===== src/rtl/if_prefetch_unit_if.sv =====
// Instruction memory request/response channel between the prefetch unit (master)
// and instruction memory (slave).
interface if_prefetch_unit_if;
    logic        imem_req_valid;
    logic        imem_req_ready;
    logic [15:0] imem_req_addr;
    logic        imem_rsp_valid;
    logic [15:0] imem_rsp_data;

    modport master (
        output imem_req_valid,
        output imem_req_addr,
        input  imem_req_ready,
        input  imem_rsp_valid,
        input  imem_rsp_data
    );

    modport slave (
        input  imem_req_valid,
        input  imem_req_addr,
        output imem_req_ready,
        output imem_rsp_valid,
        output imem_rsp_data
    );
endinterface


===== src/rtl/if_prefetch_unit.sv =====
// Instruction fetch front end: in-order word fetches into a DEPTH-entry circular
// queue of {pc, instr}, with stall, flush/redirect and halt.
module if_prefetch_unit #(
    parameter int unsigned DEPTH    = 4,
    parameter logic [15:0] RESET_PC = 16'h0000
) (
    input  logic                clk,
    input  logic                rst,
    if_prefetch_unit_if.master  imem,
    input  logic                stall,
    input  logic                flush,
    input  logic [15:0]         redirect_pc,
    input  logic                halt,
    output logic                if_valid,
    output logic [15:0]         if_pc,
    output logic [15:0]         if_instr
);
    localparam int unsigned AW = $clog2(DEPTH);
    localparam int unsigned CW = AW + 1;

    typedef logic [AW-1:0] ptr_t;
    typedef logic [CW-1:0] cnt_t;

    localparam cnt_t DEPTH_C = cnt_t'(DEPTH);

    logic [15:0]      slot_pc    [DEPTH];
    logic [15:0]      slot_instr [DEPTH];
    logic [DEPTH-1:0] slot_filled;

    ptr_t        head;
    ptr_t        tail;
    ptr_t        fill;
    cnt_t        alloc_cnt;
    cnt_t        drop_cnt;
    cnt_t        pend_cnt;
    logic [15:0] fetch_pc;

    logic req_ok;
    logic accept;
    logic head_valid;
    logic pop;
    logic rsp_fill;
    logic rsp_drop;

    always_comb begin
        req_ok     = !rst && !flush && !halt && ((alloc_cnt + drop_cnt) < DEPTH_C);
        accept     = req_ok && imem.imem_req_ready;
        head_valid = (alloc_cnt != '0) && slot_filled[head];
        pop        = head_valid && !stall && !flush;
        rsp_fill   = imem.imem_rsp_valid && (drop_cnt == '0);
        rsp_drop   = imem.imem_rsp_valid && (drop_cnt != '0);
    end

    assign imem.imem_req_valid = req_ok;
    assign imem.imem_req_addr  = fetch_pc;

    assign if_valid = head_valid;
    assign if_pc    = head_valid ? slot_pc[head]    : '0;
    assign if_instr = head_valid ? slot_instr[head] : '0;

    always_ff @(posedge clk) begin
        if (rst) begin
            fetch_pc    <= RESET_PC;
            head        <= '0;
            tail        <= '0;
            fill        <= '0;
            slot_filled <= '0;
            alloc_cnt   <= '0;
            drop_cnt    <= '0;
            pend_cnt    <= '0;
        end else if (flush) begin
            // Every still-outstanding live request becomes a drop; a response in this
            // cycle retires either an old drop or one of those requests, so it is -1 both ways.
            drop_cnt    <= drop_cnt + pend_cnt - cnt_t'(imem.imem_rsp_valid);
            fetch_pc    <= redirect_pc;
            head        <= '0;
            tail        <= '0;
            fill        <= '0;
            slot_filled <= '0;
            alloc_cnt   <= '0;
            pend_cnt    <= '0;
        end else begin
            if (accept) begin
                slot_filled[tail] <= 1'b0;
                tail              <= tail + ptr_t'(1);
                fetch_pc          <= fetch_pc + 16'd1;
            end
            if (rsp_fill) begin
                slot_filled[fill] <= 1'b1;
                fill              <= fill + ptr_t'(1);
            end
            if (pop) begin
                slot_filled[head] <= 1'b0;
                head              <= head + ptr_t'(1);
            end
            alloc_cnt <= alloc_cnt + cnt_t'(accept) - cnt_t'(pop);
            pend_cnt  <= pend_cnt + cnt_t'(accept) - cnt_t'(rsp_fill);
            drop_cnt  <= drop_cnt - cnt_t'(rsp_drop);
        end
    end

    // Slot payload needs no reset: it is only visible through the filled bits.
    always_ff @(posedge clk) begin
        if (accept) begin
            slot_pc[tail] <= fetch_pc;
        end
        if (rsp_fill && !flush && !rst) begin
            slot_instr[fill] <= imem.imem_rsp_data;
        end
    end
endmodule


===== src/flat_wrapper.sv =====
// flat-port wrapper written by rule: the top's interface ports become plain ports
module if_prefetch_unit_flat 
#(
    parameter int unsigned DEPTH    = 4,
    parameter logic [15:0] RESET_PC = 16'h0000
)
  (clk, rst, stall, flush, redirect_pc, halt, if_valid, if_pc, if_instr, imem_imem_req_valid, imem_imem_req_addr, imem_imem_req_ready, imem_imem_rsp_valid, imem_imem_rsp_data);
  if_prefetch_unit_if imem_i ();
  input  logic clk;
  input  logic rst;
  input  logic stall;
  input  logic flush;
  input  logic [15:0] redirect_pc;
  input  logic halt;
  output logic if_valid;
  output logic [15:0] if_pc;
  output logic [15:0] if_instr;
  output wire logic [$bits(imem_i.imem_req_valid)-1:0] imem_imem_req_valid;
  output wire logic [$bits(imem_i.imem_req_addr)-1:0] imem_imem_req_addr;
  input wire logic [$bits(imem_i.imem_req_ready)-1:0] imem_imem_req_ready;
  input wire logic [$bits(imem_i.imem_rsp_valid)-1:0] imem_imem_rsp_valid;
  input wire logic [$bits(imem_i.imem_rsp_data)-1:0] imem_imem_rsp_data;
  assign imem_imem_req_valid = imem_i.imem_req_valid;
  assign imem_imem_req_addr = imem_i.imem_req_addr;
  assign imem_i.imem_req_ready = imem_imem_req_ready;
  assign imem_i.imem_rsp_valid = imem_imem_rsp_valid;
  assign imem_i.imem_rsp_data = imem_imem_rsp_data;
  if_prefetch_unit #(.DEPTH(DEPTH), .RESET_PC(RESET_PC)) u_core (.clk(clk), .rst(rst), .imem(imem_i), .stall(stall), .flush(flush), .redirect_pc(redirect_pc), .halt(halt), .if_valid(if_valid), .if_pc(if_pc), .if_instr(if_instr));
endmodule

===== config.mk =====
export PLATFORM = sky130hd
export DESIGN_NAME = if_prefetch_unit_flat
export DESIGN_NICKNAME = d
export VERILOG_FILES = /design/src/rtl/if_prefetch_unit_if.sv /design/src/rtl/if_prefetch_unit.sv /design/src/flat_wrapper.sv
export SDC_FILE = /design/constraint.sdc
export NUM_CORES = 1
export LEC_CHECK = 0
export BUFFER_PORTS_ARGS = -buffer_cell sky130_fd_sc_hd__buf_4
export CORE_UTILIZATION = 30
export CTS_CLUSTER_SIZE = 30
export DETAILED_ROUTE_END_ITERATION = 6
export PLACE_DENSITY = 0.57
export SYNTH_ARGS = -nofsm -noshare
export SYNTH_HDL_FRONTEND = slang
export SYNTH_SLANG_ARGS = --single-unit

===== constraint.sdc =====
create_clock -name clk -period 6.9 [get_ports clk]
set_clock_uncertainty 0.15 [all_clocks]
set_input_delay 0.345 -clock clk [delete_from_list [all_inputs] [get_ports clk]]
set_output_delay 0.345 -clock clk [all_outputs]
set_load 0.005 [all_outputs]

==> summary.txt <==
Finished Core Util -> 38.6%
Slew Viols, Final -> 0
Synth area leaders -> edfxtp_1, mux4_2, dfxtp_1
Mean Syn Cell Area -> 15.6 sq um
hold crit path type -> primary input to flop
post-DP HPWL -> 9.69 mm
Yosys warning total -> 0
Die Area -> 24,200 sq um
largest fanout on the critical path -> 12
post-synth net total -> 516
Antenna Nets Post-Route -> 0
RSZ-0062 raised after global routing -> false
Final Critical Period -> 2.89 ns
CTS Sinks -> 165
antenna violations before repair -> 0
VDD IR max -> 0.000125 V
All-Layer GR Usage -> 12.6%
FMAX -> 346 MHz
Crit. End Element -> flop
largest net degree at the start of global routing -> 34
Cell Rows -> 55
number of flops mapped to enable cells by yosys -> 128
Synth Register Bits -> 165
post-CTS setup buffer count -> 0
vias in the first global route -> 4,420
finished layout cell area -> 8850 sq um
final hold slack -> 0.0521 ns
I/O pin cnt -> 89
FFs w/ async S/R, synth -> 0%
post-synth top area share -> 54.3%
number of CTS-inserted buffers -> 17
Initial DRC Count -> 234
ys flop type -> edfxtp_1
Clock Path Buffers -> 2
Die Span Y -> 156 um
final WL -> 14.4 mm
post-synthesis adder-cell area fraction -> 4.56%
routability cong. -> 0.780
startpoint types -> flop
Slew HR -> 39.4%
Area after DPL -> 8070 sq um
Clock transition at path regs -> 0.07 ns
Port Buffers -> 88
setup_tns -> 0 ns
GRT Residual Overflow -> 0
WS Path Type -> flop to flop
Core Region -> 22,900 sq um
WP data required -> 7.05 ns
Mapped Area -> 7080 sq um
Cells after Synth -> 453
htree depth -> 4
first-pass GRT wire length -> 23.1 mm
crit share post-route -> 41.9%
xor/xnor share of the synthesized area -> 2.37%
Final Power -> 2.23 mW
Diodes inserted -> 0
Worst-Skew Late Latency -> 0.42 ns
outcome -> completed
r2r setup slk -> 4.01 ns
final setup fails -> 0
Die X -> 156 um
drt first pass iters -> 4
pre-CTS setup slack -> 3.82 ns
max cap viols -> 0
Post-Synth Simple-Gate Area -> 9.44%
via count -> 4,132
Tightest Pin Transition -> 0.909 ns
Cell Pwr Density -> 252 nW/um^2
DRC Markers -> 0
post-synthesis mux area share -> 11.0%
share of the yosys chip area belonging to registers -> 64.8%
P_leak -> 3.08 nW
Root Buffer -> clkbuf_16
layout net count -> 625
post-synth cell types -> 48
post-CTS sizing -> 0
dpl cells -> 838
cell taking the most area after synthesis -> edfxtp_1
DR vias/cell -> 4.65
Wirelength per Cell -> 16.3 um
share of layout cells above drive strength 1 -> 29.4%
Initial Utilization -> 30.9%
post-synthesis compound-gate area fraction -> 5.18%
final setup margin -> 4.01 ns
crit path DAT -> 3.04 ns
Layout area overhead -> 25.0%
final hold vios -> 0
fin cells -> 888
largest family of logic cells by synthesized area -> multiplexers
CTS tree -> yes
Fill cells -> 2,121
==> placed cells by master, fill, tap and decap left out, drive strengths merged, types with 8 or more instances in the layout <==
master | synthesis | routed
xnor2 | 12 | 12
clkinv | 1 | 9
mux4 | 33 | 33
a21oi | 13 | 13
clkbuf | 15 | 17
ha | 21 | 21
edfxtp | 128 | 128
nor2b | 34 | 34
dfxtp | 37 | 37
buf | 4 | 91
dlygate4sd3 | 0 | 18
nor2 | 24 | 24
and3 | 8 | 8
inv | 28 | 35
nand2 | 15 | 15
==> synthesized netlist by cell type (2+ instances only) <==
master,n
nand2b_1,3
clkbuf_1,15
a211oi_1,5
mux4_2,33
edfxtp_1,128
nor3_4,2
buf_2,3
ha_1,21
a2111oi_1,2
mux2_2,2
or3_1,2
nand2_1,15
xnor2_1,10
nor4_1,3
nor2_1,24
fa_1,3
nand4_1,7
a21oi_1,13
and3_1,8
a311oi_1,2
a31oi_1,5
o211ai_1,2
inv_1,27
nor3_1,3
a22oi_1,7
nand3_1,7
a32oi_1,2
nor2b_1,34
a311o_1,4
and2_1,4
dfxtp_1,37
a211o_1,4
==> power breakdown <==
group	switching [mW]	internal [mW]	leakage, nW
Sequential	0.0289	1.10	1.47
Clock	0.425	0.488	0.292
Combinational	0.0970	0.0961	1.32
Total	0.551	1.68	3.08
==> final timing paths <==
| path | cells past startpoint | start | to |
|---|---|---|---|
| setup / recovery | 8 | u_core.drop_cnt[2] | u_core.pend_cnt[2] |
| hold / removal | 3 | redirect_pc[9] | u_core.imem.imem_req_addr[9] |
| setup reg to reg | 8 | u_core.drop_cnt[2] | u_core.pend_cnt[2] |
| hold reg to reg | 2 | u_core.tail[1] | u_core.tail[1] |
==> routing by layer <==
metal	part of all wire, %	up-vias	GRT usage [%]
met5	0	-	0
met4	1.8	0	5.00
met3	3.9	15	3.06
met2	52	90	22.0
met1	42	2082	14.9
li1	-	1945	-
==> flip-flops by register name, indices dropped and copies added (netlist names), named ones only <==
signal,flops
u_core.slot_instr,64
u_core.slot_pc,64
u_core.imem.imem_req_addr,16
u_core.slot_filled,4
u_core.alloc_cnt,3
u_core.drop_cnt,3
u_core.pend_cnt,3
u_core.fill,2
u_core.head,2
u_core.tail,2
==> critical path, cell delays in order (launching register included) <==
cell,delay [ns]
dfxtp_1,0.38
nor3_1,0.28
and2_1,0.44
ha_1,0.32
or3_1,0.40
fa_1,0.39
xnor2_1,0.19
xnor2_1,0.15
nor2_1,0.05
==> cells by family after synthesis <==
kind of cell             Yosys count
multiplexers                      36
XOR/XNOR                          14
AO/OA/AOI/OAI                     49
AND/OR/NAND/NOR                  117
buffers and inverters             48
flip-flops                       165
adder cells (fa/ha/maj)           24
==> layout make-up <==
cell class	count	area (sq um)	share of cell area [%]
Clock buffer	17	425	4.81
Clock inverter	15	173	1.95
Inverter	29	109	1.23
Multi-Input combinational cell	240	2300	26.0
Sequential cell	165	4590	51.8
Tap cell	313	392	4.43
Timing Repair Buffer	109	863	9.76
==> what timing repair did <==
action                                  4_1_cts  5_1_grt
endpoints found under the setup margin        0        0
hold buffers                                 18        0
endpoints found under the hold margin        66        0
(Power assumes the default switching activity.)
